**config.mk**
```make
export PLATFORM = sky130hd
export DESIGN_NAME = mux4_rr_sched
export DESIGN_NICKNAME = d
export VERILOG_FILES = /design/src/rtl/mux4_rr_sched.sv
export SDC_FILE = /design/constraint.sdc
export NUM_CORES = 1
export LEC_CHECK = 0
export BUFFER_PORTS_ARGS = -buffer_cell sky130_fd_sc_hd__buf_2
export CAP_MARGIN = 20
export CORE_AREA = 2 2 51 53
export DETAILED_ROUTE_END_ITERATION = 6
export DIE_AREA = 0 0 53 55
export PLACE_DENSITY = 0.92
export SYNTH_ARGS = -nofsm -noshare
export SYNTH_HDL_FRONTEND = slang
export SYNTH_SLANG_ARGS = --single-unit
export TNS_END_PERCENT = 1
```
**constraint.sdc**
```tcl
create_clock -name clk -period 5 [get_ports clk]
set_input_delay 1 -clock clk [delete_from_list [all_inputs] [get_ports clk]]
set_output_delay 1 -clock clk [all_outputs]
set_load 0.01 [all_outputs]
```
**src/rtl/mux4_rr_sched.sv**
```systemverilog
// mux4_rr_sched: round-robin scheduler sharing one 4:1 data mux between four
// packet-framed requesters. The select pair is locked for a whole packet, and
// every granted beat lands in a single registered output stage that drains
// through a valid/ready handshake. out_bar is the complement of the stage.
module mux4_rr_sched #(
    parameter int DATA_W = 8
) (
    input  logic              clk,
    input  logic              rst,
    input  logic [3:0]        req,
    input  logic [DATA_W-1:0] i0,
    input  logic [DATA_W-1:0] i1,
    input  logic [DATA_W-1:0] i2,
    input  logic [DATA_W-1:0] i3,
    input  logic [3:0]        last,
    output logic [3:0]        gnt,
    output logic              s1,
    output logic              s0,
    output logic              out_valid,
    output logic [DATA_W-1:0] out,
    output logic [DATA_W-1:0] out_bar,
    output logic              out_last,
    input  logic              out_ready
);

    typedef enum logic [0:0] {
        ST_IDLE = 1'b0,
        ST_LOCK = 1'b1
    } state_t;

    state_t            state_r;
    logic [1:0]        sel_r;
    logic [1:0]        ptr_r;
    logic [DATA_W-1:0] out_r;
    logic              out_valid_r;
    logic              out_last_r;

    logic [1:0]        winner_s;
    logic              any_req_s;
    logic [3:0]        gnt_s;
    logic [DATA_W-1:0] sel_data_s;
    logic              sel_last_s;
    logic              sel_req_s;
    logic              xfer_s;
    logic              accept_s;

    // First requester found scanning p, p+1, ... (mod 4); returns p if none.
    function automatic logic [1:0] rr_pick(input logic [3:0] r, input logic [1:0] p);
        logic [1:0] idx;
        logic [1:0] res;
        logic       found;
        res   = p;
        found = 1'b0;
        for (int k = 0; k < 4; k++) begin
            idx = p + k[1:0];
            if (!found && r[idx]) begin
                res   = idx;
                found = 1'b1;
            end else begin
                res   = res;
                found = found;
            end
        end
        return res;
    endfunction

    // Arbitration winner for the next packet (only used while idle).
    always_comb begin
        any_req_s = |req;
        winner_s  = rr_pick(req, ptr_r);
    end

    // Data/last/req of the locked requester, steered by the registered select.
    always_comb begin
        sel_data_s = i0;
        sel_last_s = 1'b0;
        sel_req_s  = 1'b0;
        case (sel_r)
            2'd0: begin sel_data_s = i0; sel_last_s = last[0]; sel_req_s = req[0]; end
            2'd1: begin sel_data_s = i1; sel_last_s = last[1]; sel_req_s = req[1]; end
            2'd2: begin sel_data_s = i2; sel_last_s = last[2]; sel_req_s = req[2]; end
            2'd3: begin sel_data_s = i3; sel_last_s = last[3]; sel_req_s = req[3]; end
            default: begin sel_data_s = i0; sel_last_s = 1'b0; sel_req_s = 1'b0; end
        endcase
    end

    // Grant the locked requester whenever the output stage can take a beat.
    always_comb begin
        gnt_s = 4'b0000;
        if (state_r == ST_LOCK) begin
            gnt_s[sel_r] = ~out_valid_r | out_ready;
        end else begin
            gnt_s = 4'b0000;
        end
        xfer_s   = (state_r == ST_LOCK) & sel_req_s & gnt_s[sel_r];
        accept_s = out_valid_r & out_ready;
    end

    // Packet-level control: pick a winner when idle, release the lock on last.
    always_ff @(posedge clk) begin
        if (rst) begin
            state_r <= ST_IDLE;
            sel_r   <= 2'd0;
            ptr_r   <= 2'd0;
        end else begin
            case (state_r)
                ST_IDLE: begin
                    if (any_req_s) begin
                        sel_r   <= winner_s;
                        state_r <= ST_LOCK;
                    end else begin
                        state_r <= ST_IDLE;
                    end
                end
                ST_LOCK: begin
                    if (xfer_s && sel_last_s) begin
                        state_r <= ST_IDLE;
                        ptr_r   <= sel_r + 2'd1;
                    end else begin
                        state_r <= ST_LOCK;
                    end
                end
                default: state_r <= ST_IDLE;
            endcase
        end
    end

    // Output stage: load on transfer, otherwise empty on downstream accept.
    always_ff @(posedge clk) begin
        if (rst) begin
            out_r       <= {DATA_W{1'b0}};
            out_last_r  <= 1'b0;
            out_valid_r <= 1'b0;
        end else if (xfer_s) begin
            out_r       <= sel_data_s;
            out_last_r  <= sel_last_s;
            out_valid_r <= 1'b1;
        end else if (accept_s) begin
            out_valid_r <= 1'b0;
        end else begin
            out_valid_r <= out_valid_r;
        end
    end

    assign gnt       = gnt_s;
    assign s1        = sel_r[1];
    assign s0        = sel_r[0];
    assign out_valid = out_valid_r;
    assign out       = out_r;
    assign out_bar   = ~out_r;
    assign out_last  = out_last_r;

endmodule

```
==> summary.txt <==
Min path
  – Hold Crit Start: out_last$_SDFFE_PP0P_
  – Classification of the worst-slack hold path: reg -> reg
  – Hold-critical path depth: 2

Timing
  – Unrepaired setup endpoints after global routing: false
  – Achievable frequency: 0.373 GHz
  – Post-route clock period utilization: 0.536
  – Number of hold violations in the final report: 0
  – Hold Worst Slack: 0.487 ns
  – Post-route clock skew: 0.00510 ns
  – Setup TNS after final layout: 0 ns
  – Fin crit period: 2.68 ns
  – Number of pins with negative max-slew slack in the final report: 0
  – Setup violations, final: 0
  – Transition time at the pin with the least slew margin: 0.799 ns
  – Worst rel slew slack: 0.467

Synth
  – Synthesized net count: 184
  – Most common flop cell mapped by yosys: dfxtp_1
  – Syn Inst Count: 136
  – Mean instance size in the synthesized netlist: 7.58 sq um
  – Mapped cell area: 0.00103 sq mm
  – Number of enable-type register cells in the synthesized netlist: 0
  – Sequential element share of the synthesized area: 0.291
  – Synth Register Bits: 15
  – Number of distinct library cells after synthesis: 27
  – Count of warnings emitted by yosys: 0
  – Fraction of registers with async set or reset after synthesis: 0

Clocking
  – Post-CTS setup buffer count: 0
  – Number of buffers added to fix hold violations after cts: 0
  – TritonCTS buffer count: 3
  – CTS tree: built
  – Clock insertion delay at the later pin of the skew report: 0.29 ns
  – Clk buf depth: 2
  – Number of cells upsized or downsized after cts: 0
  – CTS sink cnt: 15
  – Clk pin slew, worst setup/hold paths: 0.09 ns
  – Count of H-tree levels built during CTS: 1
  – Root buffer selected by CTS: clkbuf_4

Placement
  – Count of input and output buffers: 66
  – Detail Placement HPWL: 2190 um
  – Routability cong.: 0.845

Drt
  – Post-detailed-route via-to-cell ratio: 5.50
  – ANT nets after route: 0
  – Count of TritonRoute iterations in the first routing pass: 4
  – Number of violations reported at the end of detailed-routing iteration 0: 69
  – Drt drc: 0
  – Total Routed Length: 2950 um
  – Vias: 1,248
  – Average detailed-routed wire length per instance: 13.0 um

Setup path
  – Worst setup path category: in -> out
  – Slowest Stage Delay on Critical Path: 0.23 ns
  – Most common cell type on the critical path: buf_2
  – Crit-path cells: buf_2 > nand2b_1 > and3_1 > buf_2
  – Start point of the critical path: out_ready
  – CP Depth: 4
  – Highest-delay cell along the critical path: nand2b_1
  – Cell family with the largest share of critical-path delay: simple AND/OR/NAND/NOR gates
  – Kind of start point of the critical path: primary input
  – Top fanout value on the critical path: 7
  – WP data arrival: 1.68 ns
  – Capturing element type of the critical path: output pin
  – Crit Reg-Reg Startpoint: sel_r[0]$_SDFFE_PP0P_
  – Buffering stage count on the worst path with inverters included: 2
  – Required time of the critical path: 4.00 ns
  – Worst-case reg-to-reg path depth: 6

Global routing
  – Number of global-route vias before repair: 1,135
  – Global-route wire length before repair: 4620 um
  – Maximum number of pins on one net before global-route repair: 21
  – Overall overflow remaining after global route: 0
  – Gr usage total: 0.213
  – Antenna violations before repair: 0

Cells and area
  – Footprint of the multi-input gates: 653 sq um
  – Sequential cell area: 300 sq um
  – Most common library cell in the layout ignoring fill and taps: buf_2
  – Fillers: 240
  – Count of nets after finishing: 246
  – Share of layout cells above drive strength 1: 0.371
  – Inserted Diodes: 0
  – Commonest non-fill, non-tap cells in the layout: buf_2 (66), o21ai_0 (19), a21oi_1 (15), dfxtp_1 (15), nand2_1 (12)
  – Synthesis-to-finish area growth: 34.5%

Power and ir drop
  – Leakage component of the power: 0.633 nW
  – IR drop worst, VDD: 0.153 mV
  – Power per standard cell area: 273 mW/mm^2

Floorplanning
  – Placeable core region: 0.00236 sq mm
  – DIE HEIGHT: 55 um
  – Standard-cell rows: 18
  – Die area: 0.00292 sq mm
  – Initial Utilization: 0.436
  – IO Count: 67
  – Horiz. Die Dim: 53 um

Flow run
  – Count of max-cap constraint violations: 0

Run status
  – Result of the run: finished, final reports clean
## state kept, by name, summed over array words and instances, names as in the netlist
signal / count
out: 8
out_last: 1
out_valid: 1
ptr_r: 2
sel_r: 2
state_r: 1
## metal layers
metal / wire [um] / up-vias / track usage
met5: 0 / - / 0
met4: 19 / 0 / 0.0513
met3: 281 / 3 / 0.0511
met2: 1400 / 60 / 0.410
met1: 1240 / 558 / 0.235
li1: - / 627 / -
## worst min-delay path: cells and delay by family, from the launching register on
family,cells,cell delay [ns]
DFF,1,0.32
AOI/OAI and AO/OA,2,0.13
## where the power goes
group,total [W],switching (W),leakage [nW],internal [W]
logic,0.000162,0.0000936,0.493,0.0000685
clock network,0.0000709,0.0000411,0.0177,0.0000298
registers,0.000146,0.0000132,0.122,0.000132
total,0.000379,0.000148,0.633,0.000231
## cell type report
type	count	area share
inverters	10	0.0271
flip-flops and latches	15	0.217
well taps	30	0.0271
clock buffers	3	0.0162
multi-input cells	102	0.471
repair buffers	66	0.238
clock inverters	1	0.00361
## cells by family (layout without fill, tap and decap cells)
family | after synthesis | count (layout) | share of synthesized area
buffers and inverters | 19 | 80 | 0.0752
and+or+nand+nor | 41 | 41 | 0.210
muxes | 2 | 2 | 0.0316
adders and majority gates | 5 | 5 | 0.0607
DFF | 15 | 15 | 0.291
AOI/OAI and AO/OA | 54 | 54 | 0.331
## final timing paths
path | to | slack [ns]
max | gnt[2] | 2.32
min | out_last$_SDFFE_PP0P_ | 0.49
max reg2reg | ptr_r[1]$_SDFFE_PP0P_ | 2.57
min reg2reg | out_last$_SDFFE_PP0P_ | 0.49
## synth_stat cells, drive strengths merged (3+ instances only)
library cell / count / area, sq um
a211oi: 3 / 22.5
buf: 6 / 28.8
nand2b: 5 / 31.3
inv: 10 / 37.5
ha: 5 / 62.6
dfxtp: 15 / 300
o21ai: 19 / 95.1
nand3: 10 / 50.1
a21oi: 15 / 75.1
nand2: 12 / 45.0
clkbuf: 3 / 11.3
nor2b: 4 / 25.0
a222oi: 9 / 90.1
and3: 6 / 47.5
## metrics by stage
step | cells | util | worst slack [ns] | total power [W] | area (sq um)
CTS | 227 | 0.586 | 2.33 | 0.000379 | 1390
finish | 227 | 0.586 | 2.32 | 0.000379 | 1390
detailed placement | 223 | 0.575 | 2.33 | 0.000309 | 1360
floorplan | 136 | - | 2.59 | 0.000255 | 1030
global route | 227 | 0.586 | 2.27 | 0.000407 | 1390
global placement | 223 | 0.575 | 2.34 | 0.000305 | 1360
Note: power is estimated with default switching activity, not from simulation.
